===== src/rtl/simple_bus_slave_mem.sv =====
// simple_bus responder: req/gnt ownership, start-qualified read/write/read-clear
// commands against a small word store, programmable wait states, one-cycle rdy.
module simple_bus_slave_mem #(
  parameter int DEPTH       = 256,
  parameter int WAIT_STATES = 0
) (
  input  logic       clk,
  input  logic       rst_n,
  input  logic       req,
  output logic       gnt,
  input  logic       start,
  input  logic [7:0] addr,
  input  logic [1:0] mode,
  input  logic [7:0] data_i,
  output logic [7:0] data_o,
  output logic       data_oe,
  output logic       rdy
);

  localparam int IDX_W = (DEPTH > 1) ? $clog2(DEPTH) : 1;

  localparam logic [1:0] MODE_READ  = 2'b00;
  localparam logic [1:0] MODE_WRITE = 2'b01;
  localparam logic [1:0] MODE_RCLR  = 2'b10;

  typedef enum logic [1:0] {
    S_IDLE,
    S_GRANT,
    S_WAIT,
    S_DONE
  } state_t;

  state_t             state_q, state_d;
  logic [3:0]         cnt_q, cnt_d;
  logic [IDX_W-1:0]   idx_q, idx_d;
  logic [1:0]         mode_q, mode_d;
  logic [7:0]         wdata_q, wdata_d;
  logic               gnt_q, gnt_d;
  logic               rdy_q, rdy_d;
  logic               data_oe_q, data_oe_d;
  logic [7:0]         data_o_q, data_o_d;

  logic               mem_we;
  logic [7:0]         mem_wdata;
  logic [7:0]         mem_rd [DEPTH];

  logic               enter_done;
  logic [IDX_W-1:0]   done_idx;
  logic [1:0]         done_mode;

  // Only the low index bits select a word; higher address bits alias.
  logic unused_addr;
  assign unused_addr = ^addr;

  always_comb begin
    state_d    = state_q;
    cnt_d      = cnt_q;
    idx_d      = idx_q;
    mode_d     = mode_q;
    wdata_d    = wdata_q;
    gnt_d      = gnt_q;
    rdy_d      = 1'b0;
    data_oe_d  = 1'b0;
    data_o_d   = 8'h00;
    mem_we     = 1'b0;
    mem_wdata  = wdata_q;
    enter_done = 1'b0;

    case (state_q)
      S_IDLE: begin
        gnt_d = 1'b0;
        if (req) begin
          state_d = S_GRANT;
          gnt_d   = 1'b1;
        end
      end
      S_GRANT: begin
        gnt_d = 1'b1;
        // A start wins over a simultaneous req drop; release waits for DONE.
        if (start) begin
          idx_d   = addr[IDX_W-1:0];
          mode_d  = mode;
          wdata_d = data_i;
          if (WAIT_STATES > 0) begin
            state_d = S_WAIT;
            cnt_d   = 4'(WAIT_STATES);
          end else begin
            state_d    = S_DONE;
            enter_done = 1'b1;
          end
        end else if (!req) begin
          state_d = S_IDLE;
          gnt_d   = 1'b0;
        end
      end
      S_WAIT: begin
        gnt_d = 1'b1;
        if (cnt_q <= 4'd1) begin
          cnt_d      = 4'd0;
          state_d    = S_DONE;
          enter_done = 1'b1;
        end else begin
          cnt_d = cnt_q - 4'd1;
        end
      end
      S_DONE: begin
        if (mode_q == MODE_WRITE) begin
          mem_we    = 1'b1;
          mem_wdata = wdata_q;
        end else if (mode_q == MODE_RCLR) begin
          mem_we    = 1'b1;
          mem_wdata = 8'h00;
        end
        state_d = req ? S_GRANT : S_IDLE;
        gnt_d   = req;
      end
      default: begin
        state_d = S_IDLE;
        gnt_d   = 1'b0;
      end
    endcase

    // With zero wait states the command is still on the bus, not yet latched.
    done_idx  = (state_q == S_GRANT) ? addr[IDX_W-1:0] : idx_q;
    done_mode = (state_q == S_GRANT) ? mode : mode_q;
    if (enter_done) begin
      rdy_d = 1'b1;
      if (done_mode == MODE_READ || done_mode == MODE_RCLR) begin
        data_oe_d = 1'b1;
        data_o_d  = mem_rd[done_idx];
      end
    end
  end

  always_ff @(posedge clk) begin
    if (!rst_n) begin
      state_q   <= S_IDLE;
      cnt_q     <= 4'd0;
      idx_q     <= '0;
      mode_q    <= 2'b00;
      wdata_q   <= 8'h00;
      gnt_q     <= 1'b0;
      rdy_q     <= 1'b0;
      data_oe_q <= 1'b0;
      data_o_q  <= 8'h00;
    end else begin
      state_q   <= state_d;
      cnt_q     <= cnt_d;
      idx_q     <= idx_d;
      mode_q    <= mode_d;
      wdata_q   <= wdata_d;
      gnt_q     <= gnt_d;
      rdy_q     <= rdy_d;
      data_oe_q <= data_oe_d;
      data_o_q  <= data_o_d;
    end
  end

  // Word store: every word clears on reset, so each is an individual register.
  for (genvar gi = 0; gi < DEPTH; gi++) begin : g_word
    logic [7:0] word_q, word_d;

    always_comb begin
      word_d = word_q;
      if (mem_we && (idx_q == IDX_W'(gi))) begin
        word_d = mem_wdata;
      end
    end

    always_ff @(posedge clk) begin
      if (!rst_n) begin
        word_q <= 8'h00;
      end else begin
        word_q <= word_d;
      end
    end

    assign mem_rd[gi] = word_q;
  end

  assign gnt     = gnt_q;
  assign rdy     = rdy_q;
  assign data_oe = data_oe_q;
  assign data_o  = data_o_q;

endmodule


===== config.mk =====
export PLATFORM = sky130hd
export DESIGN_NAME = simple_bus_slave_mem
export DESIGN_NICKNAME = d
export VERILOG_FILES = /design/src/rtl/simple_bus_slave_mem.sv
export SDC_FILE = /design/constraint.sdc
export NUM_CORES = 2
export LEC_CHECK = 0
export BUFFER_PORTS_ARGS = -buffer_cell sky130_fd_sc_hd__clkbuf_2
export CELL_PAD_IN_SITES_DETAIL_PLACEMENT = 1
export CELL_PAD_IN_SITES_GLOBAL_PLACEMENT = 1
export CORE_MARGIN = 2
export CORE_UTILIZATION = 40
export DETAILED_ROUTE_END_ITERATION = 6
export PLACE_DENSITY_LB_ADDON = 0.1
export SYNTH_ARGS = -nofsm -noshare
export SYNTH_HDL_FRONTEND = slang
export SYNTH_SLANG_ARGS = --single-unit

===== constraint.sdc =====
create_clock -name clk -period 6.8 [get_ports clk]
set_input_delay 1.02 -clock clk [delete_from_list [all_inputs] [get_ports clk]]
set_output_delay 1.02 -clock clk [all_outputs]
set_load 0.05 [all_outputs]

==> impl_metrics.env <==
export IMPL_outcome="complete, but fails checks"
export IMPL_violations="DRC"
export IMPL_path_clk_slew_ps=60
export IMPL_ctsResizeCount=0
export IMPL_vias_per_cell=5.62
export IMPL_fmax_mhz=167
export IMPL_tns_ps=0
export IMPL_syn_avg_cell_area_um2=7.79
export IMPL_yosys_warnings=0
export IMPL_grt_ovfl_total=0
export IMPL_tritoncts="yes"
export IMPL_syn_area_mm2=0.0960
export IMPL_critPathMaxStageDelay_ps=1010
export IMPL_worstPathMaxFanout=23
export IMPL_fin_util=0.445
export IMPL_grt_pass1_vias=86760
export IMPL_crit_path_cell_trace="ha_2 -> buf_4 -> mux2i_4 -> buf_4 -> nand2_1 -> a21oi_1 -> nor4_1 -> nor3_1 -> o21ai_0 -> nor4_1 -> or3_1"
export IMPL_post_cts_buffers=0
export IMPL_core_mm2=0.238
export IMPL_synth_area_leaders="dfxtp_1, and2_1, nand2_1"
export IMPL_drt_iter0_drc=5750
export IMPL_ys_types=68
export IMPL_syn_nets=12361
export IMPL_final_cell_area_mm2=0.106
export IMPL_nets=11746
export IMPL_numCtsBuffers=235
export IMPL_drtPass1Iterations=7
export IMPL_reg2reg_depth=11
export IMPL_async_flop_share=0
export IMPL_final_seq_area_mm2=0.0417
export IMPL_clk_latency_ps=910
export IMPL_rr_endpoint="data_o[0]"
export IMPL_synth_edf_count=0
export IMPL_p_leak_nw=38.6
export IMPL_multi_input_area_mm2=0.0501
export IMPL_post_route_drc_count=4
export IMPL_final_hold_viol_count=0
export IMPL_hpwlAfterDp_um=228000
export IMPL_fin_crit_ps=5980
export IMPL_maxCapViolations=0
export IMPL_die_w_um=494
export IMPL_syn2layout_area_growth_pct=10.4
export IMPL_worstMarginPinSlew_ps=1450
export IMPL_whs_path_depth=3
export IMPL_holdBufCountCts=0
export IMPL_grt_use_total=0.299
export IMPL_placed_cell_area_mm2=0.0980
export IMPL_setup_viol=0
export IMPL_synth_top_area_share=0.434
export IMPL_synth_area_leader_cell="dfxtp_1"
export IMPL_rows=179
export IMPL_crit_family="simple AND/OR/NAND/NOR gates"
export IMPL_synth_seq_cells=2083
export IMPL_synth_commonest_cells="nand2_1, o21ai_0, dfxtp_1, and2_1, clkbuf_1"
export IMPL_antenna_found_initial=18
export IMPL_hp_class="input port to register"
export IMPL_cp_num_buf_inv=2
export IMPL_die_h_um=494
export IMPL_worst_ir_drop_vdd_uv=251
export IMPL_slew_headroom=0.0330
export IMPL_min_delay_start="data_i[3]"
export IMPL_start_util=0.403
export IMPL_rr_startpoint="state_q[0]"
export IMPL_rsz0062_at_grt="no"
export IMPL_required_ps=7640
export IMPL_finalCritPeriodShare=0.879
export IMPL_cp_arrival_ps=6820
export IMPL_cts_root_buf="clkbuf_16"
export IMPL_ctsLongestPathBuffers=3
export IMPL_critPathKind="register to register"
export IMPL_cts_sinks=2083
export IMPL_h_tree_depth=4
export IMPL_placement_io_buffers=32
export IMPL_worst_r2r_setup_slack_ps=820
export IMPL_io_pins=33
export IMPL_die_area_mm2=0.244
export IMPL_grt_pass1_wl_um=559000
export IMPL_gp_congestion=0.846
export IMPL_worstHoldEndpoint="wdata_q[3]"
export IMPL_postSynthCellCount=12331
export IMPL_worstSetupEndpointType="register"
export IMPL_synthFlopType="dfxtp_1"
export IMPL_maxSlewViolCount=0
export IMPL_power_density_mw_per_mm2=266
export IMPL_grt_max_degree=260
export IMPL_crit_slowest_cell="mux2i_4"
export IMPL_ant_nets=0
export IMPL_layout_drive_gt1_share=0.0646
export IMPL_route_final_wire_length_um=373000
export IMPL_power_mw=28.2
export IMPL_post_drt_wl_per_cell_um=24.8
export IMPL_route_vias_total=84763
export IMPL_fillers=28507
export IMPL_post_synth_top_count_cell="nand2_1"
export IMPL_start_kind="register"
export IMPL_finalClockSkew_ps=75.7
export IMPL_yosysSeqAreaShare=0.434
-- power by group --
group          leakage, nW  internal (mW)  total, mW  switching [mW]
clock                 3.95           7.80       13.3            5.46
sequential            16.8           12.2       12.2          0.0156
combinational         17.9          0.616       2.74            2.12
total                 38.6           20.6       28.2            7.60
-- worst register-to-register path, cell delays in order (launching register included) --
cell	delay (ps)
dfxtp_1	420
ha_2	350
buf_4	340
mux2i_4	1020
buf_4	550
nand2_1	640
a21oi_1	380
nor4_1	110
nor3_1	440
o21ai_0	450
nor4_1	1010
or3_1	210
-- how the worst max path moves through the flow --
stage,to,cells past startpoint,startpoint
CTS,data_o[0],11,state_q[0]
floorplan,data_o[4],9,addr[0]
detailed placement,data_o[0],12,addr[0]
finish,data_o[0],11,state_q[0]
global route,data_o[5],11,state_q[0]
global placement,data_o[0],11,addr[0]
-- registers in the layout, summed over array words and instances, names as in the netlist, named ones only --
name / flops
g_word.word_q: 2048
data_o: 8
idx_q: 8
wdata_q: 8
cnt_q: 4
mode_q: 2
data_oe: 1
gnt: 1
rdy: 1
state_q: 1
-- logic make-up after synthesis --
kind of cell | after synthesis | synth area share
simple gates | 5806 | 0.288
mux | 512 | 0.0682
fa+ha+maj | 8 | 0.00104
compound gates | 2833 | 0.160
flops | 2083 | 0.434
buf+inv | 1089 | 0.0483
-- metrics by stage --
stage               hold WS [ps]  worst slack [ps]  instances
CTS                          307               790      15071
detailed placement           484               742      14646
finish                       365               821      15081
global route                 352               836      15073
global placement             471               388      14645
floorplan                    456              3530      12331
-- metal layers --
layer,GRT usage,share of wire,vias up
li1,-,-,39854
met5,0,0.00012,-
met3,0.0360,0.042,608
met4,0.110,0.038,6
met1,0.389,0.45,42584
met2,0.506,0.47,1711
-- cell usage in the layout (no fill, tap or decap), drive strengths merged, types with 42 or more instances in the layout --
| cell type | count |
|---|---|
| nor2 | 57 |
| a2111oi | 42 |
| dfxtp | 2083 |
| buf | 193 |
| a31oi | 48 |
| o22ai | 82 |
| o21ai | 2122 |
| nor3 | 100 |
| mux4 | 113 |
| nand3 | 253 |
| nand2 | 3221 |
| clkbuf | 397 |
| mux2i | 392 |
| o221ai | 115 |
| a21oi | 299 |
| and2 | 2046 |
-- area by class of cell --
class	count	area share
Antenna cell	10	0.000236
Clock buffer	366	0.0677
Clock inverter	59	0.00772
Inverter	13	0.000460
Multi-Input combinational cell	9159	0.473
Sequential cell	2083	0.393
Tap cell	3167	0.0374
Timing Repair Buffer	224	0.0207
Note: power is estimated with default switching activity, not from simulation.
